### src/rtl/motor_pkg.sv
// Shared types and constants for the encoder sampler: FSM encoding, output word layout,
// delta saturation limits and the quadrature decode helpers.
package motor_pkg;

   typedef enum logic [1:0] {StIdle, StCount, StPush} state_e;

   localparam int unsigned LEFT_LSB  = 0;
   localparam int unsigned RIGHT_LSB = 16;
   localparam int unsigned DELTA_W   = 16;

   localparam logic signed [DELTA_W-1:0] DELTA_MAX = 16'sh7FFF;
   localparam logic signed [DELTA_W-1:0] DELTA_MIN = 16'sh8000;

   // Position of an {A,B} pair along the forward sequence 00->01->11->10.
   function automatic logic [1:0] gray_idx(input logic [1:0] ab);
      logic [1:0] idx;
      unique case (ab)
         2'b00:   idx = 2'd0;
         2'b01:   idx = 2'd1;
         2'b11:   idx = 2'd2;
         default: idx = 2'd3;
      endcase
      return idx;
   endfunction

   function automatic logic signed [DELTA_W-1:0] sat_step(input logic signed [DELTA_W-1:0] acc,
                                                          input logic inc,
                                                          input logic dec);
      logic signed [DELTA_W-1:0] res;
      res = acc;
      if (inc && (acc != DELTA_MAX)) begin
         res = acc + 16'sd1;
      end else if (dec && (acc != DELTA_MIN)) begin
         res = acc - 16'sd1;
      end
      return res;
   endfunction

endpackage

### src/rtl/motor_enc_sampler_if.sv
// Write side of the controller's 32-bit output FIFO.
interface motor_enc_sampler_if;
   logic [31:0] snd_data;
   logic        snd_en;
   logic        snd_full;

   modport master (output snd_data, output snd_en, input snd_full);
   modport slave  (input snd_data, input snd_en, output snd_full);
endinterface

### src/rtl/quad_decoder.sv
// One quadrature channel: input synchroniser, previous-AB register and x4 transition decode
// into single-cycle inc/dec/err pulses.
module quad_decoder
   import motor_pkg::*;
#(
   parameter int unsigned SYNC_STAGES = 2
) (
   input  logic clk,
   input  logic rst,
   input  logic enc_a,
   input  logic enc_b,
   output logic inc,
   output logic dec,
   output logic err
);

   logic [SYNC_STAGES-1:0] sync_a_q;
   logic [SYNC_STAGES-1:0] sync_b_q;
   logic [1:0]             ab_cur;
   logic [1:0]             ab_prev_q;
   logic [1:0]             step;

   always_ff @(posedge clk) begin
      if (rst) begin
         sync_a_q  <= '0;
         sync_b_q  <= '0;
         ab_prev_q <= '0;
      end else begin
         sync_a_q  <= {sync_a_q[SYNC_STAGES-2:0], enc_a};
         sync_b_q  <= {sync_b_q[SYNC_STAGES-2:0], enc_b};
         ab_prev_q <= ab_cur;
      end
   end

   assign ab_cur = {sync_a_q[SYNC_STAGES-1], sync_b_q[SYNC_STAGES-1]};

   // Modulo-4 distance along the sequence: 1 forward, 3 reverse, 2 means both bits flipped.
   assign step = gray_idx(ab_cur) - gray_idx(ab_prev_q);
   assign inc  = (step == 2'd1);
   assign dec  = (step == 2'd3);
   assign err  = (step == 2'd2);

endmodule

### src/rtl/motor_enc_sampler.sv
// Two-wheel odometry sampler: accumulates signed encoder deltas over a fixed window and
// writes one packed {right, left} word per window into the output FIFO.
module motor_enc_sampler
   import motor_pkg::*;
#(
   parameter int unsigned SAMPLE_PERIOD = 100000,
   parameter int unsigned SYNC_STAGES   = 2,
   parameter int unsigned DROP_W        = 8
) (
   input  logic                   clk,
   input  logic                   rst,
   input  logic                   sample_en,
   input  logic                   enc_a_left,
   input  logic                   enc_b_left,
   input  logic                   enc_a_right,
   input  logic                   enc_b_right,
   motor_enc_sampler_if.master    snd,
   output logic                   err_left,
   output logic                   err_right,
   output logic [DROP_W-1:0]      drop_cnt
);

   localparam int unsigned       CNT_W    = $clog2(SAMPLE_PERIOD);
   localparam logic [CNT_W-1:0]  CNT_LAST = CNT_W'(SAMPLE_PERIOD - 1);

   logic inc_l, dec_l, err_l;
   logic inc_r, dec_r, err_r;

   state_e                    state_q, state_d;
   logic [CNT_W-1:0]          cnt_q, cnt_d;
   logic signed [DELTA_W-1:0] acc_l_q, acc_l_d;
   logic signed [DELTA_W-1:0] acc_r_q, acc_r_d;
   logic [31:0]               data_q, data_d;
   logic [31:0]               word;
   logic [DROP_W-1:0]         drop_q, drop_d;
   logic                      err_l_q, err_r_q;
   logic                      snd_en_c;

   quad_decoder #(
      .SYNC_STAGES (SYNC_STAGES)
   ) u_dec_left (
      .clk   (clk),
      .rst   (rst),
      .enc_a (enc_a_left),
      .enc_b (enc_b_left),
      .inc   (inc_l),
      .dec   (dec_l),
      .err   (err_l)
   );

   quad_decoder #(
      .SYNC_STAGES (SYNC_STAGES)
   ) u_dec_right (
      .clk   (clk),
      .rst   (rst),
      .enc_a (enc_a_right),
      .enc_b (enc_b_right),
      .inc   (inc_r),
      .dec   (dec_r),
      .err   (err_r)
   );

   always_comb begin
      word = '0;
      word[LEFT_LSB  +: DELTA_W] = acc_l_q;
      word[RIGHT_LSB +: DELTA_W] = acc_r_q;
   end

   always_comb begin
      state_d  = state_q;
      cnt_d    = cnt_q;
      acc_l_d  = acc_l_q;
      acc_r_d  = acc_r_q;
      data_d   = data_q;
      drop_d   = drop_q;
      snd_en_c = 1'b0;
      unique case (state_q)
         StIdle: begin
            cnt_d   = '0;
            acc_l_d = '0;
            acc_r_d = '0;
            if (sample_en) state_d = StCount;
         end
         StCount: begin
            if (!sample_en) begin
               state_d = StIdle;
               cnt_d   = '0;
               acc_l_d = '0;
               acc_r_d = '0;
            end else if (cnt_q == CNT_LAST) begin
               // This cycle's edge seeds the next window rather than being lost.
               data_d  = word;
               acc_l_d = sat_step('0, inc_l, dec_l);
               acc_r_d = sat_step('0, inc_r, dec_r);
               cnt_d   = '0;
               state_d = StPush;
            end else begin
               cnt_d   = cnt_q + CNT_W'(1);
               acc_l_d = sat_step(acc_l_q, inc_l, dec_l);
               acc_r_d = sat_step(acc_r_q, inc_r, dec_r);
            end
         end
         StPush: begin
            snd_en_c = !snd.snd_full;
            if (snd.snd_full && (drop_q != '1)) drop_d = drop_q + DROP_W'(1);
            if (sample_en) begin
               state_d = StCount;
               cnt_d   = cnt_q + CNT_W'(1);
               acc_l_d = sat_step(acc_l_q, inc_l, dec_l);
               acc_r_d = sat_step(acc_r_q, inc_r, dec_r);
            end else begin
               state_d = StIdle;
               cnt_d   = '0;
               acc_l_d = '0;
               acc_r_d = '0;
            end
         end
         default: state_d = StIdle;
      endcase
   end

   always_ff @(posedge clk) begin
      if (rst) begin
         state_q <= StIdle;
         cnt_q   <= '0;
         acc_l_q <= '0;
         acc_r_q <= '0;
         data_q  <= '0;
         drop_q  <= '0;
         err_l_q <= 1'b0;
         err_r_q <= 1'b0;
      end else begin
         state_q <= state_d;
         cnt_q   <= cnt_d;
         acc_l_q <= acc_l_d;
         acc_r_q <= acc_r_d;
         data_q  <= data_d;
         drop_q  <= drop_d;
         err_l_q <= err_l_q | err_l;
         err_r_q <= err_r_q | err_r;
      end
   end

   assign snd.snd_data = data_q;
   assign snd.snd_en   = snd_en_c;
   assign err_left     = err_l_q;
   assign err_right    = err_r_q;
   assign drop_cnt     = drop_q;

endmodule
### src/flat_wrapper.sv
// flat-port wrapper written by rule: the top's interface ports become plain ports
module motor_enc_sampler_flat import motor_pkg::*;
#(
   parameter int unsigned SAMPLE_PERIOD = 100000,
   parameter int unsigned SYNC_STAGES   = 2,
   parameter int unsigned DROP_W        = 8
)
  (clk, rst, sample_en, enc_a_left, enc_b_left, enc_a_right, enc_b_right, err_left, err_right, drop_cnt, snd_snd_data, snd_snd_en, snd_snd_full);
  motor_enc_sampler_if snd_i ();
  input  logic clk;
  input  logic rst;
  input  logic sample_en;
  input  logic enc_a_left;
  input  logic enc_b_left;
  input  logic enc_a_right;
  input  logic enc_b_right;
  output logic err_left;
  output logic err_right;
  output logic [DROP_W-1:0] drop_cnt;
  output wire logic [$bits(snd_i.snd_data)-1:0] snd_snd_data;
  output wire logic [$bits(snd_i.snd_en)-1:0] snd_snd_en;
  input wire logic [$bits(snd_i.snd_full)-1:0] snd_snd_full;
  assign snd_snd_data = snd_i.snd_data;
  assign snd_snd_en = snd_i.snd_en;
  assign snd_i.snd_full = snd_snd_full;
  motor_enc_sampler #(.SAMPLE_PERIOD(SAMPLE_PERIOD), .SYNC_STAGES(SYNC_STAGES), .DROP_W(DROP_W)) u_core (.clk(clk), .rst(rst), .sample_en(sample_en), .enc_a_left(enc_a_left), .enc_b_left(enc_b_left), .enc_a_right(enc_a_right), .enc_b_right(enc_b_right), .snd(snd_i), .err_left(err_left), .err_right(err_right), .drop_cnt(drop_cnt));
endmodule
### config.mk
export PLATFORM = sky130hd
export DESIGN_NAME = motor_enc_sampler_flat
export DESIGN_NICKNAME = d
export VERILOG_FILES = /design/src/rtl/motor_pkg.sv /design/src/rtl/motor_enc_sampler_if.sv /design/src/rtl/quad_decoder.sv /design/src/rtl/motor_enc_sampler.sv /design/src/flat_wrapper.sv
export SDC_FILE = /design/constraint.sdc
export NUM_CORES = 1
export LEC_CHECK = 0
export ABC_AREA = 1
export ABC_CLOCK_PERIOD_IN_PS = 2900
export BUFFER_PORTS_ARGS = -buffer_cell sky130_fd_sc_hd__buf_2
export CORE_MARGIN = 2
export CORE_UTILIZATION = 61
export DETAILED_ROUTE_END_ITERATION = 6
export HOLD_SLACK_MARGIN = 0.12
export PLACE_DENSITY = 0.93
export SLEW_MARGIN = 0
export SYNTH_ARGS = -nofsm -noshare
export SYNTH_HDL_FRONTEND = slang
export SYNTH_HIERARCHICAL = 1
export SYNTH_SLANG_ARGS = --single-unit
### constraint.sdc
create_clock -name clk -period 2.9 [get_ports clk]
set_input_delay 0.58 -clock clk [delete_from_list [all_inputs] [get_ports clk]]
set_output_delay 0.58 -clock clk [all_outputs]
set_load 0.01 [all_outputs]
# After elaboration in Yosys (flattened, before gate mapping)
# Index checks and enable logic that the tools add are counted.
[word_totals]
reg_bits = 105
latchBits = 0
ramBits = 0
rom_bits = 0
input_bits = 8
word_cells = 93
memories = 0
[op_classes]
add_sub_neg = 8
mul = 0
div = 0
magnitude_cmp = 0
eq_ne = 24
n_shift = 0
mux = 30
bitwise_logic = 2
reduce_logical = 15
[ops]
columns = ["op", "count"]
rows = [
  ["16-bit 2-to-1 mux", 14],
  ["16-bit case mux with 3 select lines", 2],
  ["16-bit != test, second input constant", 4],
  ["17-bit 2-to-1 mux", 3],
  ["17-bit case mux with 3 select lines", 1],
  ["16-bit by 2-bit adder with 16-bit output, second input constant", 2],
  ["16-bit by 2-bit subtractor with 16-bit output, second input constant", 2],
  ["2-bit case mux with 3 select lines", 5],
  ["2-bit equality test, second input constant", 9],
  ["17-bit by 1-bit adder with 17-bit output, second input constant", 1],
  ["17-bit equality test, second input constant", 1],
  ["2-bit by 1-bit equality test with 1-bit output, second input constant", 7],
  ["2-bit zero test", 5],
  ["8-bit by 1-bit adder with 8-bit output, second input constant", 1],
  ["8-bit != test, second input constant", 1],
  ["2-bit 2-to-1 mux", 3],
  ["1-bit logical AND", 5],
  ["2-bit AND reduction", 2],
  ["2-bit subtractor", 2],
  ["3-bit by 2-bit != test with 1-bit output, second input constant", 1],
  ["3-bit AND reduction", 1],
  ["3-bit nonzero test", 1],
  ["1-bit 2-to-1 mux", 2],
  ["2-bit != test, second input constant", 1],
  ["2 further kinds", 3],
]

# Depth between registers and ports, before layout
# Gate-level depths: netlist (run 1).
[logic_depth]
depth_word = 10
ltp_mapped = 18
mapped_depth_nobuf = 18

# Cells and area by module
# Netlist (run 1), hierarchy kept.
[by_module_without_submodules]
columns = ["module", "instances", "cells_per_inst", "area_each_um2", "seq_area_each_um2"]
rows = [
  ["motor_enc_sampler", 1, 991, 6040.8, 1861.8],
  ["quad_decoder", 2, 39, 299.0, 120.1],
]

# Worst setup path after synthesis (run 1)
# OpenSTA, ideal clock, no wires.
[synth_timing]
path_type = "register to register"
from = "register u_core.u_dec_left.ab_prev_q[0]"
to = "register u_core.acc_l_q[10]"
setup_ns = 0.069
arrival_time_ns = 2.325
required_ns = 2.831
slack_ns = 0.506
path_stages_with_launch = 18
n_path_buf = 1
path_cell_list = "dfxtp_1 > inv_1 > ha_1 > inv_1 > ha_1 > inv_1 > nand2_1 > nand3_1 > a21oi_1 > inv_1 > nor2_1 > nand2_1 > nand3_1 > nand2_1 > inv_1 > buf_2 > nand2_1 > a21oi_2"
[synth_via]
elab_chain_cells = 10
[synth_lines]
columns = ["item", "line_no", "text"]
rows = [
  ["from (decl)", "quad_decoder.sv:20", "logic [1:0] ab_prev_q;"],
  ["from (signal assigned)", "quad_decoder.sv:31", "ab_prev_q <= ab_cur;"],
  ["2-bit equality test (tied with other cells)", "motor_pkg.sv:17", "unique case (ab)"],
  ["2-bit case mux with 3 select lines (*)", "motor_pkg.sv:17", ""],
  ["2-bit subtractor (*)", "quad_decoder.sv:38", "assign step = gray_idx(ab_cur) - gray_idx(ab_prev_q);"],
  ["2-bit equality test (*)", "quad_decoder.sv:40", "assign dec = (step == 2'd3);"],
  ["via u_core.dec_l", "motor_enc_sampler.sv:26", "logic inc_l, dec_l, err_l;"],
  ["1-bit logical AND", "motor_pkg.sv:33", "end else if (dec && (acc != DELTA_MIN)) begin"],
  ["16-bit 2-to-1 mux", "-", ""],
  ["16-bit 2-to-1 mux", "motor_pkg.sv:31", "if (inc && (acc != DELTA_MAX)) begin"],
  ["16-bit 2-to-1 mux", "motor_enc_sampler.sv:90", "end else if (cnt_q == CNT_LAST) begin"],
  ["16-bit 2-to-1 mux", "motor_enc_sampler.sv:85", "if (!sample_en) begin"],
  ["16-bit case mux with 3 select lines (*)", "motor_enc_sampler.sv:77", "unique case (state_q)"],
  ["to (signal assigned)", "motor_enc_sampler.sv:135", "acc_l_q <= acc_l_d;"],
  ["to (decl)", "motor_enc_sampler.sv:31", "logic signed [DELTA_W-1:0] acc_l_q, acc_l_d;"],
]
# The timed path passes the listed nets; every way through them passes the cells marked *.
# A chain may end at the register's enable or synchronous reset.

# Worst setup path after layout (run 1)
[layout_timing]
from = "register u_core.u_dec_right.ab_prev_q[0]"
to = "register u_core.acc_r_q[7]"
[layout_lines]
columns = ["item", "line_no", "text"]
rows = [
  ["from (decl)", "quad_decoder.sv:20", ""],
  ["from (signal assigned)", "quad_decoder.sv:31", ""],
  ["2-bit equality test (tied with other cells)", "motor_pkg.sv:17", ""],
  ["2-bit case mux with 3 select lines (*)", "motor_pkg.sv:17", ""],
  ["2-bit subtractor (*)", "quad_decoder.sv:38", ""],
  ["2-bit by 1-bit equality test with 1-bit output (*)", "quad_decoder.sv:39", "assign inc = (step == 2'd1);"],
  ["via u_core.inc_r", "motor_enc_sampler.sv:27", "logic inc_r, dec_r, err_r;"],
  ["1-bit logical AND", "motor_pkg.sv:31", ""],
  ["16-bit 2-to-1 mux", "motor_pkg.sv:31", ""],
  ["16-bit 2-to-1 mux", "motor_enc_sampler.sv:90", ""],
  ["16-bit 2-to-1 mux", "motor_enc_sampler.sv:85", ""],
  ["16-bit case mux with 3 select lines (*)", "motor_enc_sampler.sv:77", ""],
  ["to (signal assigned)", "motor_enc_sampler.sv:136", "acc_r_q <= acc_r_d;"],
  ["to (decl)", "motor_enc_sampler.sv:32", "logic signed [DELTA_W-1:0] acc_r_q, acc_r_d;"],
]
# Marked as above.

==> impl_metrics.json, run 1 <==
{
  "run_status": "finished clean",
  "synth_area_leaders": "dfxtp_1 32%, nand2_1 20%, nor2_1 7.0%",
  "p_clk_share_pct": 35.8,
  "finalSetupViolations": 0,
  "period_minus_slack_ns": 2.62,
  "placed_area_sq_mm": 0.00689,
  "drc": 0,
  "h-tree-depth": 3,
  "dp.cells": 1222,
  "grt_max_degree": 64,
  "num_antenna_cells": 0,
  "syn_nets": 1099,
  "arrival_ns": 2.93,
  "die_y_microns": 108,
  "io_pins": 51,
  "grt_pass1_wl_microns": 27800,
  "track_usage_pct": 29.2,
  "io_buffer_count": 50,
  "synthArstFlopShare_pct": 0,
  "avgViaCountPerCell": 5.71,
  "min-delay-start": "enc_a_left",
  "grt_pass1_vias": 6275,
  "hp-class": "in2reg",
  "crit_start": "u_core/u_dec_right/ab_prev_q[0]",
  "finalSetupTns_ns": 0,
  "core_sq_mm": 0.0107,
  "netlist_area_sq_mm": 0.00664,
  "synth_compound_area_share_pct": 14.5,
  "rsz0062_at_grt": "false",
  "path_clk_slew_ns": 0.10,
  "cts_tree": "built",
  "cap_viol_max_count": 0,
  "cp.required_ns": 3.21,
  "clock_tree.buffer_depth": 2,
  "max_freq_mhz": 382,
  "r2r_end": "u_core/acc_r_q[7]",
  "setup_ws_ns": 0.283,
  "wire_per_inst_microns": 13.7,
  "r2r_slack_ns": 0.28,
  "postCtsSetupRepairBufs": 0,
  "start_util_pct": 61.8,
  "synth_top_family_by_area": "simple AND/OR/NAND/NOR gates",
  "stdcell_area_sq_mm": 0.00713,
  "internal-power_mw": 2.09,
  "ys_ff_latch": 105,
  "syn_to_final_growth_pct": 7.41,
  "worstHoldEndpoint": "u_core/u_dec_left/sync_a_q[0]",
  "r2r_cells": 17,
  "synthTopCellsByCount": "348 x nand2_1, 123 x nor2_1, 105 x dfxtp_1",
  "synthAdderAreaFrac_pct": 4.15,
  "syn_inst": 1069,
  "critPathKind": "reg2reg",
  "cts_hold_buf": 0,
  "synth.distinct_cells": 35,
  "synthFlopType": "dfxtp_1",
  "worst_ir_drop_vdd_v": 0.000233,
  "place.gp.congestion": 0.986,
  "worstReg2RegStart": "u_core/u_dec_right/ab_prev_q[0]",
  "drtIter0Drc": 867,
  "switchingPower_uw": 847,
  "drive_above_1_share_pct": 11.6,
  "antenna_found_initial": 0,
  "place_ws_ns": 0.265,
  "synth_most_common_cell": "nand2_1",
  "grt_overflow": 0,
  "vias": 7067,
  "p_leak_nw": 3.31,
  "dr.pass1.iters": 6,
  "synthSimpleGateAreaFrac_pct": 37.7,
  "ys_seq_area_share_pct": 31.7,
  "worstPathMaxFanout": 23,
  "ys_warn_count": 6,
  "synth_mux_area_share_pct": 0,
  "hold_violations": 0,
  "final_cells": 1238,
  "power_density_mw_per_mm2": 412,
  "synth_top_area_share_pct": 31.7,
  "dpl.hpwl_microns": 11800,
  "cts_sinks": 105,
  "yosys.area_share.xor_xnor_pct": 2.51,
  "root_buffer": "clkbuf_8",
  "end_kind": "flop",
  "slew_violations": 0,
  "start_kind": "flop",
  "fp-row-count": 38,
  "relSlewSlack_pct": 50.7,
  "tightest_slew_ns": 0.739,
  "synth_top_area_cell": "dfxtp_1",
  "ant_nets": 0,
  "wirelength_microns": 17000,
  "holdWs_ns": 0.392,
  "layout_worst_path_cycle_share_pct": 90.3,
  "power_frac_seq_pct": 50.2,
  "finalNetCount": 1123,
  "die-area_sq_mm": 0.0117,
  "combPwrFrac_pct": 14.0,
  "switching_share_pct": 28.9,
  "insertion_delay_ns": 0.39,
  "syn_avg_cell_area_sq_um": 6.21,
  "hold_depth": 3,
  "dieWidth_microns": 108,
  "synth_edf_count": 0,
  "clock_skew_ns": 0.0208,
  "numCtsBuffers": 9
}
## kinds of logic after synthesis
group                    count (synthesis)
AO/OA/AOI/OAI                          175
AND/OR/NAND/NOR                        599
XOR/XNOR                                19
flip-flops                             105
buffers and inverters                  149
adder cells (fa/ha/maj)                 22
## power by group through the flow
stage / Sequential [mW] / Clock (mW) / Combinational [mW]
CTS: 1.47 / 1.06 / 0.400
finish: 1.47 / 1.05 / 0.413
floorplan: 1.50 / 0 / 0.328
global placement: 1.51 / 0 / 0.387
global route: 1.48 / 1.12 / 0.464
detailed placement: 1.51 / 0 / 0.397
## cells in the final DEF, fill, tap and decap left out, drive strengths merged
master    count
a21oi        95
a22oi         1
buf          57
bufinv        2
clkbuf       10
clkinvlp      2
dfxtp       105
ha           22
inv         107
nand2       362
nand3        72
nand3b        5
nand4         8
nor2        128
nor3         21
o211ai        5
o21ai        69
o21bai        1
o22ai         1
o31ai         3
or2           3
xor2         19
## metal layers
| layer | share of wire (%) | vias to the layer above | routed length [microns] | track usage [%] |
|---|---|---|---|---|
| met3 | 9.5 | 67 | 1610 | 4.82 |
| met5 | 0 | - | 0 | 0 |
| met1 | 43 | 3146 | 7360 | 38.4 |
| met4 | 3.1 | 0 | 535 | 13.7 |
| met2 | 44 | 403 | 7500 | 46.9 |
| li1 | - | 3451 | - | - |
## flip-flops by register name (all words and copies together), names as in the netlist
| name | count |
|---|---|
| u_core/snd.snd_data | 32 |
| u_core/cnt_q | 17 |
| u_core/acc_l_q | 16 |
| u_core/acc_r_q | 16 |
| u_core/drop_cnt | 8 |
| u_core/state_q | 2 |
| u_core/u_dec_left/ab_prev_q | 2 |
| u_core/u_dec_left/sync_a_q | 2 |
| u_core/u_dec_left/sync_b_q | 2 |
| u_core/u_dec_right/ab_prev_q | 2 |
| u_core/u_dec_right/sync_a_q | 2 |
| u_core/u_dec_right/sync_b_q | 2 |
| u_core/err_left | 1 |
| u_core/err_right | 1 |
## worst max-delay path: stages, from the launching register on
cell and delay (ns):
dfxtp_1 0.35, inv_1 0.05, ha_1 0.27, inv_1 0.04, ha_1 0.21, inv_1 0.06, nand2_1 0.06, nand3_1 0.15
nand2_1 0.07, nor2_1 0.35, nand2_4 0.24, inv_2 0.25, nand2_1 0.10, nand2_1 0.08, nand2_1 0.05, nand3_1 0.07
nand2_1 0.05, a21oi_1 0.12
## timing repair
item                                   in CTS  in global routing
gates resized for setup                     0                  3
setup endpoints to repair                   0                  9
endpoints found under the hold margin       0                  0
## final cells by class
class                           count  area [sq um]
Fill cell                         955          3610
Sequential cell                   105          2100
Inverter                          105           400
Tap cell                          140           175
Multi-Input combinational cell    815          3910
Clock inverter                      6          96.3
Clock buffer                       10           128
Timing Repair Buffer               57           315
## worst max-delay path by stage
| stage | cells after the start | endpoint | slack [ns] |
|---|---|---|---|
| 2_1_floorplan | 17 | u_core/acc_l_q[10] | 0.51 |
| 3_3_place_gp | 17 | u_core/acc_r_q[7] | 0.35 |
| 3_5_place_dp | 16 | u_core/acc_r_q[7] | 0.27 |
| 4_1_cts | 17 | u_core/acc_l_q[3] | 0.24 |
| 5_1_grt | 17 | u_core/acc_r_q[9] | 0.04 |
| 6_report | 17 | u_core/acc_r_q[7] | 0.28 |
## through the flow
stage | util (%) | total power, mW
after floorplan | - | 1.83
after global placement | 64.2 | 1.89
after detailed placement | 64.2 | 1.90
after CTS | 66.2 | 2.93
after global routing | 66.4 | 3.06
final | 66.4 | 2.94
Power figures use the tool's default switching activity.
==> run 2, diff against run 1 <==
--- a/config.mk
+++ b/config.mk
@@ -13,6 +13,7 @@
 export DETAILED_ROUTE_END_ITERATION = 6
 export HOLD_SLACK_MARGIN = 0.12
 export PLACE_DENSITY = 0.93
+export REMOVE_ABC_BUFFERS = 1
 export SLEW_MARGIN = 0
 export SYNTH_ARGS = -nofsm -noshare
 export SYNTH_HDL_FRONTEND = slang
==> run 2 against run 1 <==
Setup slack got worse by 0.042 ns. Critical path depth rose by 1. Routed wire length fell by 3.6%. Clock skew is 0.013 ns lower. Non-clock buffer count is 2 higher. Largest power group unchanged.
==> impl_metrics.json, run 2 (synthesis gave the netlist of run 1 again) <==
{
  "drc": 0,
  "finalSetupViolations": 0,
  "min-delay-start": "enc_b_right",
  "stdcell_area_sq_mm": 0.00711,
  "end_kind": "flop",
  "critPathKind": "reg2reg",
  "max_freq_mhz": 376,
  "clock_skew_ns": 0.00780,
  "vias": 6810,
  "core_sq_mm": 0.0107,
  "start_util_pct": 61.8,
  "cap_viol_max_count": 0,
  "avgViaCountPerCell": 5.49,
  "power_density_mw_per_mm2": 401,
  "clock_tree.buffer_depth": 2,
  "cp.required_ns": 3.21,
  "antenna_found_initial": 0,
  "layout_worst_path_cycle_share_pct": 91.7,
  "wire_per_inst_microns": 13.2,
  "dpl.hpwl_microns": 11500,
  "wirelength_microns": 16400,
  "most-common-layout-cells": "348 x nand2_1, 123 x nor2_1, 105 x dfxtp_1",
  "hp-class": "in2reg",
  "cts_hold_buf": 0,
  "io_buffer_count": 50,
  "finalNetCount": 1125,
  "worst_ir_drop_vdd_v": 0.000202,
  "drtIter0Drc": 545,
  "root_buffer": "clkbuf_8",
  "start_kind": "flop",
  "tightest_slew_ns": 0.760,
  "placed_area_sq_mm": 0.00690,
  "ant_nets": 0,
  "worstHoldEndpoint": "u_core/u_dec_right/sync_b_q[0]",
  "grt_overflow": 0,
  "drive_above_1_share_pct": 11.7,
  "place.gp.congestion": 0.994,
  "run_status": "finished clean",
  "hold_violations": 0,
  "period_minus_slack_ns": 2.66,
  "grt_pass1_vias": 6003,
  "r2r_cells": 18,
  "worstPathMaxFanout": 17,
  "num_antenna_cells": 0,
  "track_usage_pct": 28.6,
  "p_leak_nw": 3.32,
  "die-area_sq_mm": 0.0117,
  "cts_sinks": 105,
  "r2r_end": "u_core/acc_l_q[11]",
  "relSlewSlack_pct": 49.3,
  "path_clk_slew_ns": 0.11,
  "dr.pass1.iters": 5,
  "holdWs_ns": 0.392,
  "die_y_microns": 108,
  "io_pins": 51,
  "h-tree-depth": 3,
  "finalSetupTns_ns": 0,
  "dieWidth_microns": 108,
  "syn_to_final_growth_pct": 7.14,
  "largest_reg_flops": 32,
  "slew_violations": 0,
  "hold_depth": 3,
  "fp-row-count": 38,
  "numCtsBuffers": 9,
  "grt_max_degree": 64,
  "grt_pass1_wl_microns": 27000,
  "worstReg2RegStart": "u_core/u_dec_left/ab_prev_q[0]",
  "r2r_slack_ns": 0.24,
  "insertion_delay_ns": 0.38,
  "arrival_ns": 2.97,
  "cts_tree": "built",
  "rsz0062_at_grt": "false",
  "layout_commonest_cell": "nand2_1"
}
run 2: cell types whose count changed in the layout (fill, tap and decap cells not counted):
cell,before,now
bufinv_16,2,1
clkbuf_1,1,0
buf_12,1,0
clkbuf_8,9,10
inv_6,2,1
clkinv_4,0,2
nand2_4,1,0
inv_1,91,92
nand2_2,13,14
clkinvlp_4,2,1
buf_4,6,9
run 2: repair_timing:
item                                    CTS  global route
hold endpoints to repair                  0             0
endpoints found under the setup margin    0             1
gates resized for setup                   0             1
setup buffers                             0             0
run 2: metrics by stage:
| stage | std cells | utilization, % | worst slack [ns] | total power, mW |
|---|---|---|---|---|
| finish | 1240 | 66.2 | 0.241 | 2.86 |
| global route | 1240 | 66.2 | 0.0472 | 2.99 |
| detailed placement | 1224 | 64.2 | 0.333 | 1.91 |
| global placement | 1224 | 64.2 | 0.447 | 1.89 |
| CTS | 1240 | 66.2 | 0.294 | 2.87 |
| floorplan | 1025 | - | 0.501 | 1.80 |
run 2: where the power goes:
group          switching, mW  internal (mW)
Combinational          0.278          0.132
Sequential            0.0154           1.46
Clock                  0.538          0.435
run 2: worst max path at each step:
| stage | start | to | slack [ns] | cells after the start |
|---|---|---|---|---|
| 6_report | u_core/u_dec_left/ab_prev_q[0] | u_core/acc_l_q[11] | 0.24 | 18 |
| 5_1_grt | u_core/u_dec_left/ab_prev_q[0] | u_core/acc_l_q[11] | 0.05 | 18 |
| 4_1_cts | u_core/u_dec_left/ab_prev_q[0] | u_core/acc_l_q[7] | 0.29 | 18 |
| 3_5_place_dp | u_core/u_dec_left/ab_prev_q[0] | u_core/acc_l_q[11] | 0.33 | 17 |
| 3_3_place_gp | u_core/u_dec_right/ab_prev_q[0] | u_core/acc_r_q[4] | 0.45 | 17 |
| 2_1_floorplan | u_core/u_dec_left/ab_prev_q[0] | u_core/acc_l_q[3] | 0.50 | 16 |
run 2: layer usage:
layer	up-vias	share of wire (%)	global-route usage [%]
li1	3456	-	-
met1	3042	44	36.7
met2	281	47	48.1
met3	31	7.5	4.40
met4	0	1.9	11.6
met5	-	0	0
run 2: area by class of cell:
cell class | count | area, sq um
clock buffers | 10 | 138
clock inverters | 6 | 75.1
fillers | 994 | 3630
inverters | 105 | 397
multi-input cells | 815 | 3910
flip-flops and latches | 105 | 2100
well taps | 140 | 175
repair buffers | 59 | 318
run 2: critical path, stage by stage (launching register included):
cell	delay (ns)
dfxtp_1	0.34
inv_1	0.04
ha_1	0.28
inv_1	0.06
ha_1	0.20
inv_1	0.05
nand2_1	0.09
nand2_1	0.07
nand2_2	0.08
nand2_1	0.05
nor2_1	0.36
o21ai_4	0.27
inv_4	0.22
o21ai_1	0.12
nand2_1	0.07
nand2_1	0.05
nand3_1	0.07
nand2_1	0.05
a21oi_1	0.11
==> run 3, diff against run 2 <==
--- a/config.mk
+++ b/config.mk
@@ -9,13 +9,13 @@
 export ABC_CLOCK_PERIOD_IN_PS = 2900
 export BUFFER_PORTS_ARGS = -buffer_cell sky130_fd_sc_hd__buf_2
 export CORE_MARGIN = 2
-export CORE_UTILIZATION = 61
+export CORE_UTILIZATION = 63
+export CTS_BUF_LIST = sky130_fd_sc_hd__clkbuf_8
 export DETAILED_ROUTE_END_ITERATION = 6
 export HOLD_SLACK_MARGIN = 0.12
-export PLACE_DENSITY = 0.93
+export PLACE_DENSITY = 0.95
 export REMOVE_ABC_BUFFERS = 1
 export SLEW_MARGIN = 0
 export SYNTH_ARGS = -nofsm -noshare
 export SYNTH_HDL_FRONTEND = slang
-export SYNTH_HIERARCHICAL = 1
 export SYNTH_SLANG_ARGS = --single-unit
==> run 3 against run 2 <==
Sequential share of layout area increased by 0.56 points. Die area decreased by 4.4%. Critical path depth decreased by 5. Sequential cell count unchanged. Register-to-register slack improved by 0.33 ns. Utilization increased by 2.3 points. Synthesized area decreased by 1.5%. Global-route usage decreased by 0.34 points. Non-clock buffer count decreased by 4. First-iteration DRC count decreased by 22%. Combinational power decreased by 15%.
==> impl_metrics.json, run 3 <==
{
  "run_status": "finished clean",
  "arrival_ns": 2.56,
  "p_leak_nw": 3.12,
  "most-common-layout-cells": "247 x nand2_1, 109 x a21oi_1, 105 x dfxtp_1",
  "place.gp.congestion": 0.953,
  "holdWs_ns": 0.404,
  "cap_viol_max_count": 0,
  "fillCellCount": 853,
  "io_pins": 51,
  "worstPathMaxFanout": 9,
  "rsz0062_at_grt": "false",
  "drive_above_1_share_pct": 14.1,
  "hold_violations": 0,
  "synth_most_common_cell": "nand2_1",
  "io_buffer_count": 50,
  "cts_resized": 0,
  "grt_overflow": 0,
  "finalPower_mw": 2.83,
  "end_kind": "flop",
  "layout_commonest_cell": "nand2_1",
  "netlist_area_sq_mm": 0.00654,
  "synthTopCellsByCount": "247 x nand2_1, 109 x a21oi_1, 105 x dfxtp_1",
  "syn_to_final_growth_pct": 6.69,
  "ys_seq_area_share_pct": 32.1,
  "vias": 6486,
  "synthFlopType": "dfxtp_1",
  "start_kind": "flop",
  "grt_max_degree": 65,
  "cts_tree": "built",
  "tightest_slew_ns": 0.705,
  "setup_ws_ns": 0.573,
  "hp-class": "in2reg",
  "placed_area_sq_mm": 0.00676,
  "postCtsSetupRepairBufs": 0,
  "finalSetupViolations": 0,
  "wire_per_inst_microns": 13.3,
  "critical_path_buf_inv_count": 2,
  "die-area_sq_mm": 0.0112,
  "place_ws_ns": 0.620,
  "cp.required_ns": 3.14,
  "layout_worst_path_cycle_share_pct": 80.2,
  "regArea_sq_mm": 0.00210,
  "cpMaxStageDelayCell": "dfxtp_1",
  "path_clk_slew_ns": 0.10,
  "worst_ir_drop_vdd_v": 0.000261,
  "start_util_pct": 64.2,
  "synth_area_leaders": "dfxtp_1 32%, nand2_1 14%, a21oi_1 8.3%",
  "antenna_found_initial": 0,
  "drtIter0Drc": 426,
  "largest_reg_flops": 32,
  "die_y_microns": 106,
  "critical_path.top_delay_family": "simple AND/OR/NAND/NOR gates",
  "num_antenna_cells": 0,
  "slew_violations": 0,
  "root_buffer": "clkbuf_8",
  "finalSetupTns_ns": 0,
  "power_density_mw_per_mm2": 405,
  "synth.distinct_cells": 50,
  "clock_skew_ns": 0.0143,
  "drc": 0,
  "ant_nets": 0,
  "grt_pass1_wl_microns": 26300,
  "insertion_delay_ns": 0.38,
  "cts_sinks": 105,
  "avgViaCountPerCell": 5.64,
  "ys_warn_count": 0,
  "h-tree-depth": 3,
  "synth_top_area_cell": "dfxtp_1",
  "syn_avg_cell_area_sq_um": 6.62,
  "dr.pass1.iters": 6,
  "clock_tree.buffer_depth": 2,
  "dp.cells": 1134,
  "track_usage_pct": 28.2,
  "synthArstFlopShare_pct": 0,
  "dieWidth_microns": 106,
  "max_freq_mhz": 430,
  "numCtsBuffers": 9,
  "relSlewSlack_pct": 53.0,
  "fin_util_pct": 68.5,
  "syn_inst": 988,
  "cp_cell_sequence": "inv_1 > ha_1 > ha_1 > inv_1 > nand2_1 > nand3_1 > nand3_1 > nor2_4 > nand2_1 > o21ai_0 > nand2_1 > nand3_1 > a21oi_1",
  "synth_top_area_share_pct": 32.1,
  "stdcell_area_sq_mm": 0.00698,
  "finalNetCount": 1039,
  "critPathMaxStageDelay_ns": 0.34,
  "multi_input_area_sq_mm": 0.00379,
  "period_minus_slack_ns": 2.33,
  "dpl.hpwl_microns": 10600,
  "ys_ff_latch": 105,
  "critPathKind": "reg2reg",
  "fp-row-count": 37,
  "cts_hold_buf": 0,
  "synth_edf_count": 0,
  "core_sq_mm": 0.0102,
  "final_cells": 1149,
  "grt_pass1_vias": 5945,
  "wirelength_microns": 15300
}
run 3: area by class of cell:
type / instances / area share (%)
Timing Repair Buffer: 55 / 4.30
Inverter: 108 / 5.81
Clock buffer: 9 / 1.77
Sequential cell: 105 / 30.1
Clock inverter: 6 / 1.33
Tap cell: 136 / 2.44
Multi-Input combinational cell: 730 / 54.2
run 3: worst paths after layout:
kind                                  start                              to  slack, ns  depth (start not counted)
max          u_core.u_dec_right.sync_b_q[1]               u_core.acc_r_q[5]       0.57                         13
min                             enc_a_right  u_core.u_dec_right.sync_a_q[0]       0.40                          3
max reg2reg  u_core.u_dec_right.sync_b_q[1]               u_core.acc_r_q[5]       0.57                         13
min reg2reg   u_core.u_dec_left.sync_a_q[0]   u_core.u_dec_left.sync_a_q[1]       0.41                          2
run 3: metal layers:
layer / track usage, % / vias up / share of wire [%]
met5: 0 / - / 0
met4: 11.7 / 0 / 2.4
met3: 3.99 / 38 / 6.2
met2: 48.4 / 239 / 48
met1: 35.6 / 2932 / 43
li1: - / 3277 / -
run 3: report_power, final:
group          total, mW  switching (mW)  internal [mW]
Sequential          1.47          0.0147           1.46
Combinational      0.349           0.244          0.105
Clock               1.01           0.523          0.486
Total               2.83           0.782           2.05
run 3: kinds of logic (layout without fill, tap and decap cells):
| logic type | after synthesis | count (layout) | synth area share, % |
|---|---|---|---|
| adder cells (fa/ha/maj) | 22 | 22 | 4.21 |
| XOR/XNOR | 15 | 15 | 2.01 |
| flip-flops | 105 | 105 | 32.1 |
| AND/OR/NAND/NOR | 492 | 492 | 35.0 |
| AO/OA/AOI/OAI | 201 | 201 | 16.7 |
| buffers and inverters | 153 | 178 | 10.0 |
run 3: worst reg2reg max path: cells and delay by family, from the launching register on:
kind            cells  cell delay, ns
compound gates      2            0.24
buf+inv             2            0.14
flops               1            0.34
fa+ha+maj           2            0.50
simple gates        7            0.99
